### src/rtl/paddle_motion_ctrl.sv
// Per-player Pong paddle position controller: synchronised buttons, one move per frame_tick,
// clamped at the playfield bounds. Define PADDLE_ACCEL_EN to ramp speed while a direction is held.
module paddle_motion_ctrl #(
    parameter int Y_W         = 10,
    parameter int SCREEN_H    = 480,
    parameter int PADDLE_H    = 80,
    parameter int STEP_MIN    = 2,
    parameter int STEP_MAX    = 8,
    parameter int ACCEL_TICKS = 4
) (
    input  logic           clock,
    input  logic           reset,
    input  logic           frame_tick,
    input  logic           up,
    input  logic           down,
    input  logic           recenter,
    output logic [Y_W-1:0] paddle_y,
    output logic [3:0]     speed,
    output logic           moving,
    output logic           at_top,
    output logic           at_bottom
);

    generate
        if (!(SCREEN_H > PADDLE_H && SCREEN_H < (1 << Y_W))) begin : g_bad_geometry
            $error("paddle_motion_ctrl: need PADDLE_H < SCREEN_H < 2**Y_W");
        end
        if (STEP_MIN < 1 || STEP_MAX < STEP_MIN || STEP_MAX > 15 || ACCEL_TICKS < 1) begin : g_bad_step
            $error("paddle_motion_ctrl: need 1 <= STEP_MIN <= STEP_MAX <= 15, ACCEL_TICKS >= 1");
        end
    endgenerate

    localparam logic [Y_W-1:0] Y_MAX      = Y_W'(SCREEN_H - PADDLE_H);
    localparam logic [Y_W-1:0] CENTER     = Y_W'(SCREEN_H / 2 - PADDLE_H / 2);
    localparam logic [3:0]     STEP_MIN_V = 4'(STEP_MIN);

    localparam logic [1:0] IDLE      = 2'd0;
    localparam logic [1:0] MOVE_UP   = 2'd1;
    localparam logic [1:0] MOVE_DOWN = 2'd2;

    // Position math is done one bit wider than paddle_y so the clamp sees the true sum.
    function automatic logic [Y_W-1:0] step_up(input logic [Y_W-1:0] y, input logic [3:0] s);
        logic [Y_W:0] sum;
        sum = {1'b0, y} + (Y_W+1)'(s);
        if (sum > {1'b0, Y_MAX}) return Y_MAX;
        else                     return sum[Y_W-1:0];
    endfunction

    function automatic logic [Y_W-1:0] step_down(input logic [Y_W-1:0] y, input logic [3:0] s);
        if ({1'b0, y} < (Y_W+1)'(s)) return '0;
        else                         return y - Y_W'(s);
    endfunction

    logic [1:0] up_sync_p0, dn_sync_p0;
    logic [1:0] state;
    logic [1:0] dir_state;
    logic       entering;
    logic [3:0] move_step;

    // Synchroniser stage: bit 1 is the metastability-safe copy used by the FSM
    always_ff @(posedge clock or posedge reset) begin
        if (reset) begin
            up_sync_p0 <= 2'b00;
            dn_sync_p0 <= 2'b00;
        end else begin
            up_sync_p0 <= {up_sync_p0[0], up};
            dn_sync_p0 <= {dn_sync_p0[0], down};
        end
    end

    always_comb begin
        dir_state = IDLE;
        if (up_sync_p0[1] && !dn_sync_p0[1])      dir_state = MOVE_UP;
        else if (dn_sync_p0[1] && !up_sync_p0[1]) dir_state = MOVE_DOWN;
        entering  = (dir_state != state);
        move_step = entering ? STEP_MIN_V : speed;
    end

    logic [3:0] speed_next;

`ifdef PADDLE_ACCEL_EN
    localparam int CNT_W = (ACCEL_TICKS < 2) ? 1 : $clog2(ACCEL_TICKS + 1);

    logic [CNT_W-1:0] accel_cnt;
    logic [CNT_W-1:0] cnt_inc;
    logic [CNT_W-1:0] cnt_next;

    // The entering move is the first move at STEP_MIN, so it counts toward ACCEL_TICKS.
    always_comb begin
        cnt_inc    = (entering ? '0 : accel_cnt) + CNT_W'(1);
        cnt_next   = cnt_inc;
        speed_next = move_step;
        if (cnt_inc == CNT_W'(ACCEL_TICKS)) begin
            cnt_next   = '0;
            speed_next = (move_step >= 4'(STEP_MAX)) ? 4'(STEP_MAX) : move_step + 4'd1;
        end
    end

    always_ff @(posedge clock or posedge reset) begin
        if (reset)                                  accel_cnt <= '0;
        else if (recenter)                          accel_cnt <= '0;
        else if (frame_tick && dir_state == IDLE)   accel_cnt <= '0;
        else if (frame_tick)                        accel_cnt <= cnt_next;
    end
`else
    assign speed_next = STEP_MIN_V;
`endif

    always_ff @(posedge clock or posedge reset) begin
        if (reset) begin
            paddle_y <= CENTER;
            speed    <= STEP_MIN_V;
            state    <= IDLE;
        end else if (recenter) begin
            paddle_y <= CENTER;
            speed    <= STEP_MIN_V;
            state    <= IDLE;
        end else if (frame_tick) begin
            state <= dir_state;
            if (dir_state == IDLE) begin
                speed <= STEP_MIN_V;
            end else begin
                speed    <= speed_next;
                paddle_y <= (dir_state == MOVE_UP) ? step_up(paddle_y, move_step)
                                                   : step_down(paddle_y, move_step);
            end
        end
    end

    assign moving    = (state != IDLE);
    assign at_top    = (paddle_y == Y_MAX);
    assign at_bottom = (paddle_y == '0);

endmodule

### config.mk
export PLATFORM = sky130hd
export DESIGN_NAME = paddle_motion_ctrl
export DESIGN_NICKNAME = d
export VERILOG_FILES = /design/src/rtl/paddle_motion_ctrl.sv
export SDC_FILE = /design/constraint.sdc
export NUM_CORES = 1
export LEC_CHECK = 0
export ABC_AREA = 0
export BUFFER_PORTS_ARGS = -buffer_cell sky130_fd_sc_hd__buf_2
export CORE_MARGIN = 3
export CORE_UTILIZATION = 56
export DETAILED_ROUTE_END_ITERATION = 8
export PLACE_DENSITY = 0.91
export SETUP_SLACK_MARGIN = 0.4
export SYNTH_ARGS = -nofsm -noshare
export SYNTH_HDL_FRONTEND = slang
export SYNTH_SLANG_ARGS = --single-unit
### constraint.sdc
create_clock -name clock -period 2.8 [get_ports clock]
set_input_delay 0.56 -clock clock [delete_from_list [all_inputs] [get_ports clock]]
set_output_delay 0.56 -clock clock [all_outputs]
set_load 0.005 [all_outputs]
==> results of run 1 <==
==> placed cells by master, fill, tap and decap left out, drive strengths merged, types with 4 or more instances in the layout <==
cell | synthesis | final
mux2i | 4 | 4
nand2 | 12 | 12
a31oi | 4 | 4
and3 | 5 | 5
o21ai | 10 | 10
ha | 5 | 5
clkbuf | 3 | 4
dfrtp | 12 | 12
inv | 9 | 9
conb | 2 | 5
xnor2 | 4 | 4
nand3 | 6 | 6
nor2 | 15 | 15
buf | 11 | 26
a21oi | 6 | 6
==> power by group through the flow <==
stage	registers (mW)	clock network, mW	logic, mW
after floorplan	0.246	0	0.0993
after global placement	0.258	0	0.110
after detailed placement	0.259	0	0.114
after CTS	0.256	0.126	0.114
after global routing	0.257	0.143	0.139
final	0.254	0.128	0.126
==> per-layer routing <==
layer / track usage, % / routed length, µm
met1: 30.4 / 1330
met3: 7.90 / 359
met2: 39.8 / 1560
met4: 6.64 / 107
met5: 0 / 0
==> through the flow <==
stage | instances | util (%) | power [mW] | cell area [µm²] | setup slack (ns)
global route | 206 | 66.1 | 0.539 | 1480 | 0.415
CTS | 199 | 63.5 | 0.497 | 1420 | 0.435
finish | 206 | 66.1 | 0.508 | 1480 | 0.528
global placement | 195 | 62.2 | 0.368 | 1390 | 0.682
detailed placement | 195 | 62.2 | 0.373 | 1390 | 0.621
floorplan | 162 | - | 0.345 | 1350 | 0.799
==> state kept, by name, summed over array words and instances (netlist names) <==
signal / count
dn_sync_p0: 2
paddle_y: 9
up_sync_p0: 2
state: 2
==> critical path, cell delays in order, from the launching register on <==
cell     delay (ns)
dfrtp_2        0.46
or4_4          0.60
nor3_4         0.21
buf_2          0.14
==> path summary, 6_finish.rpt <==
path | end | slack, ns | cells past startpoint
max in group asynchronous | paddle_y[4] | 2.10 | 2
max | at_bottom | 0.53 | 3
min reg2reg | up_sync_p0[1] | 0.36 | 0
min | paddle_y[8] | 0.30 | 2
min in group clock | up_sync_p0[1] | 0.36 | 0
max reg2reg | paddle_y[1] | 0.57 | 6
==> kinds of logic (layout without fill, tap and decap cells) <==
kind of cell,Yosys count,in the layout,synth area share [%]
other,2,5,0.563
muxes,4,4,3.00
adders and majority gates,5,5,4.69
xor gates and xnor gates,7,7,4.60
and+or+nand+nor,62,62,26.2
buffers and inverters,23,39,9.29
DFF,15,15,28.4
AOI/OAI and AO/OA,41,41,23.3
==> layout make-up <==
class	instances	area (µm²)	area share, %
repair buffers	26	153	10.3
flip-flops and latches	15	382	25.9
clock buffers	4	26.3	1.78
well taps	28	35.0	2.37
multi-input cells	124	846	57.3
inverters	9	33.8	2.29
==> repair_timing <==
| action | CTS | global route |
|---|---|---|
| pin swaps | 0 | 0 |
| setup buffers | 0 | 7 |
| setup endpoints to repair | 1 | 1 |
| gates resized for setup | 2 | 1 |
==> flow_summary.json, run 1 <==
{
  "status": "complete, no violations",
  "p_int_uw": 338,
  "drv_slew": 0,
  "fin_skew_ns": 0.0113,
  "fill_cells": 165,
  "ir_worst_vdd_v": 0.000336,
  "avgSynthCellArea_um2": 8.39,
  "rsz0062_at_grt": "no",
  "final_nets": 190,
  "powerDensity_nw_per_um2": 345,
  "slew-limit-headroom_pct": 61.7,
  "criticalPathCategory": "register to output port",
  "synth_area_um2": 1330,
  "synth_cell_types": 51,
  "drt_wl_total_um": 3360,
  "first_pass_iters": 4,
  "root_buffer": "clkbuf_4",
  "synth_common_cells": "nor2_1 (14), dfrtp_1 (12), nand2_1 (12), inv_1 (9), buf_4 (7)",
  "design.portCount": 23,
  "synth.top_cell.area_share_pct": 22.5,
  "p_leak_nw": 0.614,
  "seqPwrFrac_pct": 50.0,
  "drtIter0Drc": 60,
  "route.detailed.wl_per_inst_um": 16.3,
  "first_global_vias": 1200,
  "synthFlopType": "dfrtp_1",
  "p_switching_uw": 170,
  "gr-total-overflow": 0,
  "dieArea_um2": 3000,
  "cts_max_level": 1,
  "clk_path_buf_depth": 2,
  "grt_max_degree": 20,
  "ant_nets": 0,
  "async_flop_share_pct": 100,
  "hpwlAfterDp_um": 2330,
  "die_y_um": 54.8,
  "critPathLaunchType": "register",
  "period_needed_ns": 2.27,
  "critical_path_arrival_ns": 1.71,
  "worstMarginPinSlew_ns": 0.573,
  "period_share_pct": 81.1,
  "ys_warn_count": 0,
  "yosysMostFrequentCell": "nor2_1",
  "synth-seq-cells": 15,
  "synthTopCellsByArea": "dfrtp_1 (23%), dfstp_2 (5.9%), ha_1 (4.7%)",
  "hold_class": "input pin to async pin",
  "drive_above_1_share_pct": 24.7,
  "start_util_pct": 59.7,
  "power_frac_clock_pct": 25.2,
  "diodes": 0,
  "endpoint_kind": "output port",
  "required_ns": 2.24,
  "synth_edf_count": 0,
  "clk_latency_ns": 0.30,
  "r2r-start": "paddle_y[1]",
  "gp_congestion": 1.06,
  "syn_inst": 159,
  "cp-startpoint": "paddle_y[4]",
  "vias": 1350,
  "syn_to_final_growth_pct": 10.6,
  "num_rows": 17,
  "cts_tree": "built",
  "grt_pass1_wl_um": 5320,
  "cap_violations": 0,
  "hold-worst-slack_ns": 0.296,
  "drc": 0,
  "setup_viol": 0,
  "dieWidth_um": 54.8,
  "clk_pin_slew_worst_paths_ns": 0.09,
  "timing.fmax_ghz": 0.440,
  "yosysSeqAreaShare_pct": 28.4,
  "coreArea_um2": 2230,
  "clock-sinks": 15,
  "vias_per_cell": 6.55,
  "track_usage_pct": 24.3,
  "cts_buffers": 3,
  "cts_hold_buffers": 0,
  "finalHoldViolations": 0,
  "numPortBuffers": 17,
  "comb_power_share_pct": 24.8,
  "fin_setup_tns_ns": 0,
  "critical_path_peak_fanout": 6,
  "sw_frac_of_total_pct": 33.5,
  "antenna_found_initial": 0,
  "yosysTopAreaCell": "dfrtp_1"
}
(Power assumes the default switching activity.)
==> run 2, diff against run 1 <==
clock period = 2.2 ns   (was 2.8 ns; I/O delays follow)
==> run 2 against run 1 <==
Global-route usage rose by 12 points. Final cell count grew 16%. Clock-buffer cell count is 1 lower. Routed wire length increased by 59%. First-iteration DRC count rose to 2.9 times the previous value. Final area grew 31%. Total power up 48%. Critical path depth is 4 higher. Sequential share of layout area decreased by 6.0 points. Critical path type is now register to register.
==> flow_summary.json, run 2 (same netlist as run 1, synthesis figures left out) <==
{
  "status": "complete, no violations",
  "rsz0062_at_grt": "yes",
  "design.portCount": 23,
  "fill_cells": 108,
  "regArea_um2": 384,
  "power_frac_clock_pct": 21.8,
  "critPathLaunchType": "register",
  "first_pass_iters": 6,
  "dieArea_um2": 3000,
  "drv_slew": 0,
  "dieWidth_um": 54.8,
  "clk_pin_slew_worst_paths_ns": 0.10,
  "period_needed_ns": 2.12,
  "clk_path_buf_depth": 2,
  "powerDensity_nw_per_um2": 389,
  "slew-limit-headroom_pct": 60.5,
  "antenna_found_initial": 0,
  "start_util_pct": 59.7,
  "worstMarginPinSlew_ns": 0.591,
  "ant_nets": 0,
  "diodes": 0,
  "hpwlAfterDp_um": 2610,
  "ir_worst_vdd_v": 0.000577,
  "drc": 0,
  "required_ns": 2.39,
  "criticalPathCategory": "register to register",
  "largest_reg_flops": 9,
  "final_common_cell": "buf_4",
  "critical_path_arrival_ns": 2.31,
  "finalHoldViolations": 0,
  "critical_path_peak_fanout": 4,
  "comb_power_share_pct": 36.3,
  "hold_class": "input pin to async pin",
  "sw_frac_of_total_pct": 36.1,
  "root_buffer": "clkbuf_4",
  "fin_ws_ns": 0.0774,
  "regMostFlops": "paddle_y",
  "gp_congestion": 0.962,
  "drt_wl_total_um": 5330,
  "clock-sinks": 15,
  "drtIter0Drc": 172,
  "fin_skew_ns": 0.00752,
  "die_y_um": 54.8,
  "cp-startpoint": "paddle_y[4]",
  "gr-total-overflow": 0,
  "drive_above_1_share_pct": 50.0,
  "r2r-start": "paddle_y[4]",
  "grt_pass1_wl_um": 7670,
  "cts_tree": "built",
  "numPortBuffers": 17,
  "track_usage_pct": 36.6,
  "first_global_vias": 1533,
  "dpl_worst_slack_ns": 0.111,
  "cts_max_level": 1,
  "timing.fmax_ghz": 0.471,
  "coreArea_um2": 2230,
  "p_switching_uw": 272,
  "cap_violations": 0,
  "multi_input_area_um2": 1030,
  "period_share_pct": 96.5,
  "route.detailed.wl_per_inst_um": 22.4,
  "p_leak_nw": 0.791,
  "vias_per_cell": 7.06,
  "num_rows": 17,
  "grt_max_degree": 16,
  "endpoint_kind": "register",
  "final_cell_mix": "buf_4 (33), buf_2 (17), nor2_1 (12)",
  "finish.utilization_pct": 86.7,
  "final_nets": 222,
  "cts_buffers": 3,
  "seqPwrFrac_pct": 42.0,
  "syn_to_final_growth_pct": 45.2,
  "vias": 1680,
  "fin_setup_tns_ns": 0,
  "setup_viol": 0,
  "p_int_uw": 481,
  "hold-worst-slack_ns": 0.192,
  "total_power_uw": 754,
  "clk_latency_ns": 0.29
}
[run 2: final timing paths]
| path | slack [ns] | to | cells after the start |
|---|---|---|---|
| worst max-delay path | 0.08 | paddle_y[5] | 7 |
| worst min-delay path | 0.19 | state[1] | 2 |
| worst max register to register | 0.08 | paddle_y[5] | 7 |
| worst min register to register | 0.36 | dn_sync_p0[1] | 0 |
| max in group asynchronous | 1.58 | paddle_y[2] | 2 |
| min in group clock | 0.25 | dn_sync_p0[0] | 1 |
[run 2: power by group through the flow]
| stage | logic [mW] | clock network [mW] | registers (mW) |
|---|---|---|---|
| 2_1_floorplan | 0.130 | 0 | 0.314 |
| 3_3_place_gp | 0.153 | 0 | 0.325 |
| 3_5_place_dp | 0.157 | 0 | 0.328 |
| 4_1_cts | 0.232 | 0.161 | 0.315 |
| 5_1_grt | 0.291 | 0.178 | 0.318 |
| 6_report | 0.273 | 0.164 | 0.316 |
[run 2: repair_timing]
action                                  in CTS  in global routing
pin swaps                                   21                 11
hold buffers                                 0                  0
setup buffers                               27                  7
endpoints found under the setup margin      11                 11
gates resized for setup                     36                 10
[run 2: area by class of cell]
type,instances,share of cell area (%)
Multi-Input combinational cell,124,53.2
Sequential cell,15,19.8
Clock inverter,1,0.258
Clock buffer,3,1.16
Tap cell,28,1.81
Inverter,9,1.87
Timing Repair Buffer,58,21.8
[run 2: critical path, stage by stage (launching register included)]
cell      delay, ns
dfrtp_2        0.42
or4_4          0.57
buf_4          0.18
o311ai_4       0.33
buf_4          0.19
o21ai_1        0.08
a21oi_1        0.17
nand2_1        0.07
[run 2: metrics by stage]
stage               area, µm²  instances
detailed placement       1440        200
floorplan                1360        162
global route             1940        238
global placement         1440        200
CTS                      1830        231
finish                   1940        238
[run 2: per-layer routing]
layer | part of all wire [%] | GRT usage (%)
met5 | 0 | 0
met3 | 13 | 12.3
met4 | 7.1 | 23.7
met1 | 34 | 42.4
met2 | 45 | 57.1
